`src/rtl/mmc1_pkg.sv`:
```
// rtl/mmc1_pkg.sv - shared types and constants for the MMC1 serial loader
package mmc1_pkg;

  typedef logic [1:0] reg_sel_t;

  localparam reg_sel_t REG_CTRL = 2'd0;
  localparam reg_sel_t REG_CHR0 = 2'd1;
  localparam reg_sel_t REG_CHR1 = 2'd2;
  localparam reg_sel_t REG_PRG  = 2'd3;

  localparam int SHIFT_LEN = 5;

  typedef struct packed {
    logic     nromsel;
    logic     rnw;
    reg_sel_t sel;
    logic     d7;
    logic     d0;
  } bus_snap_t;

  function automatic logic is_rom_write(input bus_snap_t s);
    return !s.nromsel && !s.rnw;
  endfunction

endpackage

```
`src/rtl/mmc1_sync.sv`:
```
// rtl/mmc1_sync.sv - multi-bit, multi-stage input synchronizer with sync reset
module mmc1_sync #(
  parameter int WIDTH = 1,
  parameter int DEPTH = 2
) (
  input  logic             clk,
  input  logic             rst,
  input  logic [WIDTH-1:0] d,
  output logic [WIDTH-1:0] q
);

  logic [WIDTH-1:0] stage [DEPTH];

  always_ff @(posedge clk) begin
    if (rst) begin
      for (int i = 0; i < DEPTH; i++) stage[i] <= '0;
    end else begin
      stage[0] <= d;
      for (int i = 1; i < DEPTH; i++) stage[i] <= stage[i-1];
    end
  end

  assign q = stage[DEPTH-1];

endmodule

```
`src/rtl/mmc1_serial_loader.sv`:
```
// rtl/mmc1_serial_loader.sv - CPU bus sampler and MMC1 5-bit serial load protocol
module mmc1_serial_loader
  import mmc1_pkg::*;
#(
  parameter int SYNC_STAGES = 2
) (
  input  logic       CLK,
  input  logic       RES,
  input  logic       M2,
  input  logic       nROMSEL,
  input  logic       CPU_RnW,
  input  logic       CPU_A14,
  input  logic       CPU_A13,
  input  logic       CPU_D7,
  input  logic       CPU_D0,
  output logic       REG_WE,
  output logic [1:0] REG_SEL,
  output logic [4:0] REG_DATA,
  output logic       CTRL_RESET,
  output logic [2:0] SHIFT_CNT
);

  logic [6:0] bus_s;
  logic       m2_s;
  logic       m2_d;
  logic       fall;
  logic       prev_wr;
  logic       rom_wr;
  logic [3:0] shift;
  bus_snap_t  bus_now;
  bus_snap_t  snap;

  // One synchronizer for every bus bit keeps M2 and the data aligned.
  mmc1_sync #(
    .WIDTH(7),
    .DEPTH(SYNC_STAGES)
  ) u_sync (
    .clk(CLK),
    .rst(RES),
    .d  ({M2, nROMSEL, CPU_RnW, CPU_A14, CPU_A13, CPU_D7, CPU_D0}),
    .q  (bus_s)
  );

  assign m2_s    = bus_s[6];
  assign bus_now = bus_snap_t'(bus_s[5:0]);
  assign fall    = m2_d & ~m2_s;
  assign rom_wr  = is_rom_write(snap);

  always_ff @(posedge CLK) begin
    if (RES) begin
      m2_d       <= 1'b0;
      snap       <= '0;
      prev_wr    <= 1'b0;
      shift      <= '0;
      SHIFT_CNT  <= '0;
      REG_WE     <= 1'b0;
      CTRL_RESET <= 1'b0;
      REG_SEL    <= REG_CTRL;
      REG_DATA   <= '0;
    end else begin
      m2_d       <= m2_s;
      REG_WE     <= 1'b0;
      CTRL_RESET <= 1'b0;
      if (m2_s) snap <= bus_now;
      if (fall) begin
        prev_wr <= rom_wr;
        // A write directly following a write (RMW dummy cycle) is dropped.
        if (rom_wr && !prev_wr) begin
          if (snap.d7) begin
            shift      <= '0;
            SHIFT_CNT  <= '0;
            CTRL_RESET <= 1'b1;
          end else if (SHIFT_CNT == 3'(SHIFT_LEN - 1)) begin
            REG_DATA  <= {snap.d0, shift};
            REG_SEL   <= snap.sel;
            REG_WE    <= 1'b1;
            shift     <= '0;
            SHIFT_CNT <= '0;
          end else begin
            shift[SHIFT_CNT[1:0]] <= snap.d0;
            SHIFT_CNT             <= SHIFT_CNT + 3'd1;
          end
        end
      end
    end
  end

endmodule
```
`config.mk`:
```
export PLATFORM = sky130hd
export DESIGN_NAME = mmc1_serial_loader
export DESIGN_NICKNAME = d
export VERILOG_FILES = /design/src/rtl/mmc1_pkg.sv /design/src/rtl/mmc1_sync.sv /design/src/rtl/mmc1_serial_loader.sv
export SDC_FILE = /design/constraint.sdc
export NUM_CORES = 1
export LEC_CHECK = 0
export CAP_MARGIN = 20
export CORE_AREA = 2 2 62 64
export CTS_BUF_LIST = sky130_fd_sc_hd__clkbuf_16
export DETAILED_ROUTE_END_ITERATION = 10
export DIE_AREA = 0 0 64 66
export GPL_ROUTABILITY_DRIVEN = 0
export PLACE_DENSITY_LB_ADDON = 0.12
export SLEW_MARGIN = 20
export SYNTH_ARGS = -nofsm -noshare
export SYNTH_HDL_FRONTEND = slang
export SYNTH_HIERARCHICAL = 1
export SYNTH_SLANG_ARGS = --single-unit
```
`constraint.sdc`:
```
create_clock -name CLK -period 5.23 [get_ports CLK]
set_input_delay 1.046 -clock CLK [delete_from_list [all_inputs] [get_ports CLK]]
set_output_delay 1.046 -clock CLK [all_outputs]
set_load 0.005 [all_outputs]
```
---- Word-level counts from Yosys, hierarchy flattened ----
Memory sizes are Yosys's and may differ from the RTL's.
Index checks and enable logic that the tools add are counted.
storage, ports and cells
  register bits ........................... 24
  bits in writable memories ............... 14
  bits of input ports ..................... 9
  output and inout port bits .............. 12
  logic and storage cells ................. 49
  memories ................................ 1
memories
  name          words  bits a word  rd ports  clocked after Yosys merged registers in  write ports  RTL line         RTL
  u_sync.stage  2      7            2         0                                        2            mmc1_sync.sv:12  logic [WIDTH-1:0] stage [DEPTH];
cells by class
  $add $sub $neg .......................... 1
  $lt $le $gt $ge ......................... 2
  eq/ne operators ......................... 1
  multiplexer cells ....................... 14
  bitwise operators ....................... 7
  reductions and logical operators ........ 10
operators with widths
  operator             number
  $mux 7               2
  $mux 4               2
  $mux 1               6
  $mux 3               2
  $bwmux 4             1
  $not 1->1            4
  $reduce_and 4->1     1
  $reduce_or 4->1      1
  $add 3x1->3 const B  1
  $eq 3x3->1 const B   1
  $logic_and 1x1->1    3
  $logic_not 1->1      3
  $lt 2x3->1 const B   1
  $reduce_or 3->1      1
  $demux 1 s2          1
  $ge 2x1->1 const B   1
  $or 1x1->1           2
  $reduce_and 2->1     1
  $and 1x1->1          1

---- Logic depth before layout (Yosys ltp) ----
Gate-level depths: netlist of run 1.
  word-level depth ........................ 7
  mapped depth ............................ 7
  gate-level depth less buffers ........... 5

---- Modules after synthesis ----
Netlist of run 1, hierarchy kept.
by module, submodules not included
  module              instances  cells an instance  area an instance (um^2)  sequential area each (um^2)
  mmc1_serial_loader  1          116                1092.3                   480.5
  mmc1_sync           1          36                 460.4                    280.3

---- Worst setup path after synthesis of run 1 ----
No wires, ideal clock.
  kind .................................... input port to flip-flop
  start ................................... input port RES
  end ..................................... register shift[3]
  setup time .............................. 130 ps
  arrival time ............................ 1654 ps
  data required time ...................... 5100 ps
  slack ................................... 3446 ps
  stages on the path ...................... 3
  path buffers ............................ 2
  path through ............................ clkbuf_1 -> clkbuf_1 -> o32ai_1
RTL lines
  element                        RTL line                  RTL
  start, declared                mmc1_serial_loader.sv:8   input logic RES,
  end signal, assigned by index  mmc1_serial_loader.sv:80  shift[SHIFT_CNT[1:0]] <= snap.d0;
  end, declared                  mmc1_serial_loader.sv:29  logic [3:0] shift;
No word-level cell between the ends.

==> results of run 1 <==
[registers in the layout (all words and copies together) (netlist names)]
name / flops
CTRL_RESET: 1
REG_DATA: 5
REG_SEL: 2
REG_WE: 1
SHIFT_CNT: 3
m2_d: 1
prev_wr: 1
shift: 4
snap: 6
u_sync/stage: 14
[synthesized netlist by cell type (all sizes together) (3+ instances only)]
cell	count
dfxtp	38
a21oi	12
buf	12
nor2b	12
nand4	9
clkbuf	8
o31ai	8
inv	7
nor2	7
mux2i	6
ha	4
o21ai	4
a211oi	3
and2b	3
nand2b	3
o32ai	3
[cell families (layout without fill, tap and decap cells)]
kind of cell,after synthesis,after routing,synth area share (%)
AOI/OAI and AO/OA,31,31,12.6
adders and majority gates,4,4,3.22
buffers and inverters,27,36,10.5
DFF,38,38,49.0
muxes,6,6,3.87
and+or+nand+nor,46,46,20.9
[critical path, stage by stage]
cell and delay (ns):
clkdlybuf4s50_1 0.77, buf_4 0.40, nand2b_1 0.17, o32ai_1 0.07
[worst min-delay path by stage]
stage | startpoint | end | slack [ns] | cells after the start
6_report | u_sync/stage[0][4] | u_sync/stage[0][11] | 0.43 | 1
3_3_place_gp | u_sync/stage[0][4] | u_sync/stage[0][11] | 0.41 | 1
5_1_grt | u_sync/stage[0][6] | u_sync/stage[0][13] | 0.45 | 1
4_1_cts | u_sync/stage[0][4] | u_sync/stage[0][11] | 0.43 | 1
2_1_floorplan | u_sync/stage[0][4] | u_sync/stage[0][11] | 0.41 | 1
3_5_place_dp | u_sync/stage[0][4] | u_sync/stage[0][11] | 0.42 | 1
[metrics by stage]
step	util [%]	instances	cell area [sq um]	hold WS, ns	total power (uW)
floorplan	-	152	1550	0.411	326
global placement	47.6	202	1690	0.414	330
detailed placement	47.6	202	1690	0.419	331
CTS	51.5	209	1830	0.432	607
global route	51.5	209	1830	0.446	621
finish	51.5	209	1830	0.426	597
[cell type report]
type	instances	area (sq um)
Timing Repair Buffer	22	215
Clock buffer	5	125
Sequential cell	38	761
Clock inverter	2	11.3
Fill cell	335	1720
Inverter	7	26.3
Tap cell	48	60.1
Multi-Input combinational cell	87	629
[where the power goes]
part	leakage (uW)	internal (uW)	switching (uW)
clock network	0.0000671	172	101
registers	0.000309	296	4.29
logic	0.000250	13.2	11.0
total	0.000627	481	116
[layer usage]
| layer | global-route usage [%] | up-vias | share of wire, % |
|---|---|---|---|
| li1 | - | 541 | - |
| met1 | 12.9 | 506 | 44 |
| met2 | 25.1 | 18 | 51 |
| met3 | 3.07 | 6 | 3.7 |
| met4 | 6.52 | 0 | 1.8 |
| met5 | 0 | - | 0 |
==> reports/metrics.csv, run 1 <==
stage;metric;value;unit
outcome;outcome;complete, no violations;
synth;top cell type's share of synthesized area;49.0;%
power;power per cell area;327;mW/mm^2
power;Lkg Pwr;0.000627;uW
clocking;clk_lat worst skew;0.27;ns
setup_path;CP Launch Type;input pin;
synth;ys async rst share;0;%
clocking;Sink Count;38;
layout;layout cells sized above 1;12.4;%
synth;Distinct cells, synth;31;
clocking;CTS Root Cell;clkbuf_16;
clocking;clock tree from TritonCTS;yes;
setup_path;Setup crit end;shift[2];
setup_path;WS Path Type;in2reg;
drt;routed vias;1071;
die;die width;64;um
place;Setup WS pre-CTS;2.61;ns
synth;Syn Std Cell Area;0.00155;sq mm
synth;Primary FF master, synth;dfxtp_1;
sta;Final min period;2.33;ns
synth;syn nets;165;
clocking;PostCTS Resize Cnt;0;
drt;DRC Markers;0;
die;IO Pins;21;
job;max-cap viol count;0;
sta;RSZ-0062 raised after global routing;no;
setup_path;WP data arrival;2.47;ns
drt;TritonRoute pass-1 iters;4;
sta;Worst Skew;0.00218;ns
die;core area;0.00355;sq mm
layout;commonest non-fill, non-tap cells in the layout;38 x dfxtp_1, 20 x clkdlybuf4s50_1, 12 x a21oi_1;
drt;wire length per cell after detailed routing;12.3;um
clocking;CTS Buffer Depth;2;
layout;Antenna diodes;0;
synth;ranking of synthesized cells by area;dfxtp_1 49%, nor2b_2 5.6%, a21oi_1 3.9%, mux2i_1 3.9%, o31ai_1 3.9%;
setup_path;R2R depth;5;
setup_path;FF-to-FF setup slack;3.46;ns
grt;initial antenna violation count;0;
drt;First DRT Iteration DRCs;42;
clocking;cts hold-fix bufs;0;
setup_path;RR Endpoint;shift[2];
sta;Final TNS setup;0;ns
hold_path;Hold Crit Class;reg2reg;
synth;warning count from the yosys run;6;
sta;Finish-stage setup viols;0;
sta;Final Hold Viols;0;
synth;Synth Instances;152;
setup_path;FF-to-FF Start;SHIFT_CNT[0];
sta;Fmax;0.430;GHz
die;chip height;66;um
place;number of port buffers;20;
synth;Synth area leader;dfxtp_1;
layout;commonest non-fill, non-tap cell in the layout;dfxtp_1;
clocking;Clock transition at path regs;0.05;ns
clocking;H-tree depth;2;
die;Die ar.;0.00422;sq mm
layout;nets@finish;174;
synth;synthesis-stage register bit count;38;
grt;pin count of the biggest net entering global routing;30;
setup_path;Critical Path Start;RES;
synth;EDFF count, synth;0;
grt;GR Util All Layers;13.0;%
setup_path;Critical Path RT;5.37;ns
sta;Worst Max-Slew Pin Slew;0.614;ns
die;Initial Utilization;43.7;%
sta;Final Slew Violations;0;
sta;Slew headroom;59.0;%
sta;fin crit share;44.5;%
clocking;Post-CTS Setup Inserts;0;
grt;first-pass GRT wire length;4290;um
synth;Seq/Total Area, Yosys;49.0;%
setup_path;worst-path maximum fanout;29;
die;Rows;22;
clocking;Num CTS Buffers;5;
setup_path;CP Capture Type;flip-flop;
power;Max IR drop VDD;177;uV
drt;drt via density;5.12;
drt;final wirelength;2570;um
sta;Final WS setup;2.90;ns
grt;Remaining Overflow, GRT;0;
layout;area grow syn2layout;17.7;%
drt;post-route ant nets;0;
place;Post-DP HPWL;1700;um
synth;Avg Synthesized Cell Area;10.2;sq um
grt;vias in the first global route;1005;
(Power assumes the default switching activity.)
==> run 2, diff against run 1 <==
Clock period 5.23 ns to 2.4 ns, I/O delays scaled along.
==> reports/metrics.csv, run 2 (same netlist as run 1, synthesis figures left out) <==
stage;metric;value;unit
outcome;outcome;complete, no violations;
power;Max IR drop VDD;385;uV
die;Initial Utilization;43.7;%
drt;final wirelength;2690;um
layout;post-layout util;51.7;%
clocking;CTS Buffer Depth;2;
clocking;CTS Root Cell;clkbuf_16;
die;IO Pins;21;
grt;pin count of the biggest net entering global routing;30;
grt;vias in the first global route;1050;
grt;GR Util All Layers;14.1;%
setup_path;FF-to-FF Start;SHIFT_CNT[0];
setup_path;CP Launch Type;flip-flop;
place;Placed Cells incl. Taps;203;
layout;commonest non-fill, non-tap cell in the layout;dfxtp_1;
sta;Slew headroom;60.2;%
clocking;Clock transition at path regs;0.05;ns
setup_path;Critical Path RT;1.92;ns
setup_path;Buf+Inv Stages, Crit Path;1;
layout;area grow syn2layout;18.3;%
setup_path;worst-path maximum fanout;8;
drt;DRC Markers;0;
clocking;H-tree depth;2;
setup_path;CP Capture Type;primary output;
sta;Final Hold Viols;0;
clocking;clock tree from TritonCTS;yes;
clocking;Sink Count;38;
layout;Final Instance Count excl. Fillers;211;
sta;Final TNS setup;0;ns
sta;Final Slew Violations;0;
sta;RSZ-0062 raised after global routing;no;
die;Die ar.;0.00422;sq mm
layout;Antenna diodes;0;
clocking;cts hold-fix bufs;0;
drt;post-route ant nets;0;
place;Setup WS pre-CTS;0.714;ns
sta;Final WS setup;0.659;ns
layout;nets@finish;175;
die;core area;0.00355;sq mm
sta;Worst Max-Slew Pin Slew;0.596;ns
sta;fin crit share;72.6;%
place;Post-DP HPWL;1800;um
drt;wire length per cell after detailed routing;12.8;um
drt;First DRT Iteration DRCs;47;
place;number of port buffers;20;
grt;first-pass GRT wire length;4520;um
layout;max reg flops;14;
drt;drt via density;5.28;
setup_path;WS Path Type;reg2out;
clocking;Post-CTS Setup Inserts;0;
sta;Worst Skew;0.00334;ns
clocking;PostCTS Resize Cnt;0;
hold_path;Hold Crit Class;reg2reg;
setup_path;Critical Path Max Stage Delay;0.54;ns
clocking;Num CTS Buffers;5;
sta;Finish-stage setup viols;0;
power;Lkg Pwr;0.000637;uW
layout;Reg with most FFs;u_sync/stage;
grt;initial antenna violation count;0;
layout;layout cells sized above 1;12.9;%
die;Rows;22;
layout;commonest non-fill, non-tap cells in the layout;38 x dfxtp_1, 20 x clkdlybuf4s50_1, 12 x a21oi_1;
sta;Final min period;1.74;ns
setup_path;Critical Path, Cell by Cell;clkdlybuf4s50_1;
setup_path;Critical Path Start;SHIFT_CNT[2];
job;max-cap viol count;0;
grt;Remaining Overflow, GRT;0;
drt;routed vias;1115;
power;power per cell area;715;mW/mm^2
layout;biggest regs;u_sync/stage: 14 flops, snap: 6 flops, REG_DATA: 5 flops;
clocking;clk_lat worst skew;0.27;ns
setup_path;CP max-delay cell;clkdlybuf4s50_1;
hold_path;Hold Crit Start;u_sync/stage[0][4];
die;chip height;66;um
setup_path;WP data arrival;1.26;ns
sta;Fmax;0.574;GHz
setup_path;Top delay family on crit path;buffers and inverters;
die;die width;64;um
drt;TritonRoute pass-1 iters;4;
run 2: final cells by class:
type                       instances  area, sq um
sequential                        38          761
multi-input combinational         87          629
inverter                           7         26.3
tap                               48         60.1
timing repair buffer              23          223
clock buffer                       5          125
clock inverter                     3         12.5
fill                             340         1710
run 2: final timing paths:
check | slack, ns | endpoint | cells after the start
worst max-delay path | 0.66 | SHIFT_CNT[2] | 1
worst min register to register | 0.43 | u_sync/stage[0][11] | 1
worst min-delay path | 0.43 | u_sync/stage[0][11] | 1
worst max register to register | 0.69 | shift[1] | 5
run 2: worst register-to-register path, delay by kind of cell, from the launching register on:
| family | cells | cell delay (ns) |
|---|---|---|
| AO/OA/AOI/OAI | 2 | 0.63 |
| adder cells (fa/ha/maj) | 1 | 0.27 |
| buffers and inverters | 1 | 0.10 |
| flip-flops | 1 | 0.39 |
| AND/OR/NAND/NOR | 1 | 0.22 |
run 2: metal layers:
metal  routed length, um  vias up  GRT usage, %
li1                    -      546             -
met1                1190      545          15.0
met2                1350       19          25.1
met3                  90        5          3.58
met4                  63        0          8.15
met5                   0        -             0
run 2: stage by stage:
stage,hold slack (ns),cell area [sq um],total power (uW)
final,0.432,1840,1310
after global routing,0.445,1840,1360
after CTS,0.437,1840,1330
after detailed placement,0.424,1700,723
after global placement,0.415,1700,721
after floorplan,0.411,1550,710
run 2: where the power goes:
| group | total (uW) | internal, uW | switching (uW) | leakage (uW) |
|---|---|---|---|---|
| Clock | 605 | 375 | 230 | 0.0000724 |
| Combinational | 54.0 | 29.9 | 24.0 | 0.000255 |
| Sequential | 654 | 645 | 9.34 | 0.000309 |
==> run 3, diff against run 2 <==
Clock period 2.4 ns to 1.5 ns, I/O delays scaled along.
==> reports/metrics.csv, run 3 (same netlist as run 1, synthesis figures left out) <==
stage;metric;value;unit
place;number of port buffers;20;
die;Die ar.;0.00422;sq mm
power;Lkg Pwr;0.000696;uW
clocking;CTS Buffer Depth;2;
grt;pin count of the biggest net entering global routing;30;
grt;initial antenna violation count;0;
layout;layout cells sized above 1;24.6;%
outcome;outcome;complete, no violations;
setup_path;Critical Path Max Stage Delay;0.50;ns
layout;area grow syn2layout;28.7;%
power;Max IR drop VDD;750;uV
grt;vias in the first global route;1131;
hold_path;Hold Crit Class;reg2reg;
sta;Slew headroom;78.8;%
setup_path;Critical Path RT;1.20;ns
setup_path;FF-to-FF Start;u_sync/stage[0][13];
setup_path;CP max-delay cell;clkdlybuf4s50_1;
grt;first-pass GRT wire length;5050;um
power;power per cell area;1080;mW/mm^2
drt;final wirelength;3070;um
sta;Fmax;0.683;GHz
setup_path;FF-to-FF setup slack;0.06;ns
layout;cell area after layout;0.00200;sq mm
layout;biggest regs;u_sync/stage: 14 flops, snap: 6 flops, REG_DATA: 5 flops;
drt;First DRT Iteration DRCs;61;
drt;routed vias;1144;
setup_path;R2R depth;3;
setup_path;Setup crit end;SHIFT_CNT[2];
die;die width;64;um
die;Initial Utilization;43.7;%
clocking;Sink Count;38;
clocking;H-tree depth;2;
grt;GR Util All Layers;15.6;%
power;Clk pwr share;46.3;%
layout;max reg flops;14;
sta;Final min period;1.46;ns
die;Rows;22;
drt;TritonRoute pass-1 iters;4;
drt;drt via density;5.22;
sta;Finish-stage setup viols;0;
sta;Worst Max-Slew Pin Slew;0.317;ns
clocking;clk_lat worst skew;0.28;ns
setup_path;WS Path Type;reg2out;
job;max-cap viol count;0;
sta;Final Hold Viols;0;
drt;wire length per cell after detailed routing;14.0;um
layout;nets@finish;183;
place;Post-DP HPWL;1950;um
sta;fin crit share;97.6;%
setup_path;CP Capture Type;primary output;
layout;Reg with most FFs;u_sync/stage;
setup_path;RR Endpoint;REG_DATA[0];
die;IO Pins;21;
layout;post-layout util;56.3;%
setup_path;Top delay family on crit path;buffers and inverters;
clocking;Num CTS Buffers;5;
clocking;cts hold-fix bufs;0;
clocking;CTS Root Cell;clkbuf_16;
layout;commonest non-fill, non-tap cell in the layout;dfxtp_1;
power;sw frac;21.1;%
power;P_sw;453;uW
clocking;Clock transition at path regs;0.06;ns
die;core area;0.00355;sq mm
power;power share of the combinational group;5.4;%
setup_path;CP Launch Type;flip-flop;
power;sequential power share;48.3;%
setup_path;worst-path maximum fanout;8;
sta;RSZ-0062 raised after global routing;yes;
clocking;clock tree from TritonCTS;yes;
power;Cell Int Power;1700;uW
setup_path;Buf+Inv Stages, Crit Path;1;
setup_path;Stages on worst setup path;1;
setup_path;Critical Path Start;SHIFT_CNT[2];
drt;post-route ant nets;0;
setup_path;Critical Path, Cell by Cell;clkdlybuf4s50_1;
layout;Antenna diodes;0;
setup_path;WP data arrival;1.16;ns
place;DP Area;0.00178;sq mm
layout;commonest non-fill, non-tap cells in the layout;35 x dfxtp_1, 18 x clkdlybuf4s50_1, 12 x a21oi_1;
grt;Remaining Overflow, GRT;0;
sta;Final Slew Violations;0;
drt;DRC Markers;0;
sta;Worst Skew;0.00279;ns
die;chip height;66;um
run 3: changes by cell type in the layout (fill, tap and decap cells not counted), moves of 3 or more:
cell | previous run | this run
a211oi_1 | 3 | 0
a211oi_2 | 0 | 3
buf_4 | 3 | 6
dfxtp_1 | 38 | 35
inv_1 | 8 | 5
run 3: timing repair:
item,4_1_cts,5_1_grt
gates cloned,0,1
buffers inserted,0,1
gates resized for setup,13,5
setup endpoints to repair,7,8
pin swaps,2,2
run 3: area by class of cell:
type	count	area, sq um
inverter	7	26.3
clock buffer	5	125
clock inverter	3	16.3
tap	48	60.1
multi-input combinational	88	698
fill	307	1550
sequential	38	767
timing repair buffer	30	305
run 3: stage by stage:
| step | hold WS, ns | total power [uW] | setup TNS [ns] | worst slack (ns) | std cells |
|---|---|---|---|---|---|
| after floorplan | 0.372 | 1140 | -1.08 | -0.156 | 152 |
| after detailed placement | 0.418 | 1170 | -0.00797 | -0.00797 | 209 |
| after global placement | 0.416 | 1170 | 0 | 0.0515 | 209 |
| after global routing | 0.440 | 2240 | -0.0625 | -0.0231 | 219 |
| after CTS | 0.432 | 2170 | 0 | 0.00594 | 217 |
| final | 0.428 | 2150 | 0 | 0.0359 | 219 |
run 3: layer usage:
| layer | GRT usage [%] | up-vias | wire length, um |
|---|---|---|---|
| li1 | - | 566 | - |
| met1 | 16.6 | 542 | 1300 |
| met2 | 28.5 | 29 | 1570 |
| met3 | 4.60 | 7 | 131 |
| met4 | 6.52 | 0 | 74 |
| met5 | 0 | - | 0 |
run 3: worst min path at each step:
stage	from	end	slack, ns	cells after the start
2_1_floorplan	RES	u_sync/stage[0][1]	0.37	1
3_3_place_gp	u_sync/stage[0][4]	u_sync/stage[0][11]	0.42	1
3_5_place_dp	u_sync/stage[0][4]	u_sync/stage[0][11]	0.42	1
4_1_cts	u_sync/stage[0][4]	u_sync/stage[0][11]	0.43	1
5_1_grt	u_sync/stage[0][4]	u_sync/stage[0][11]	0.44	1
6_report	u_sync/stage[0][4]	u_sync/stage[0][11]	0.43	1
run 3: power by group through the flow:
| stage | Clock (uW) | Sequential (uW) | Combinational (uW) |
|---|---|---|---|
| floorplan | 0 | 1060 | 78.4 |
| global placement | 0 | 1060 | 108 |
| detailed placement | 0 | 1060 | 111 |
| CTS | 1020 | 1040 | 114 |
| global route | 1070 | 1040 | 126 |
| finish | 997 | 1040 | 115 |
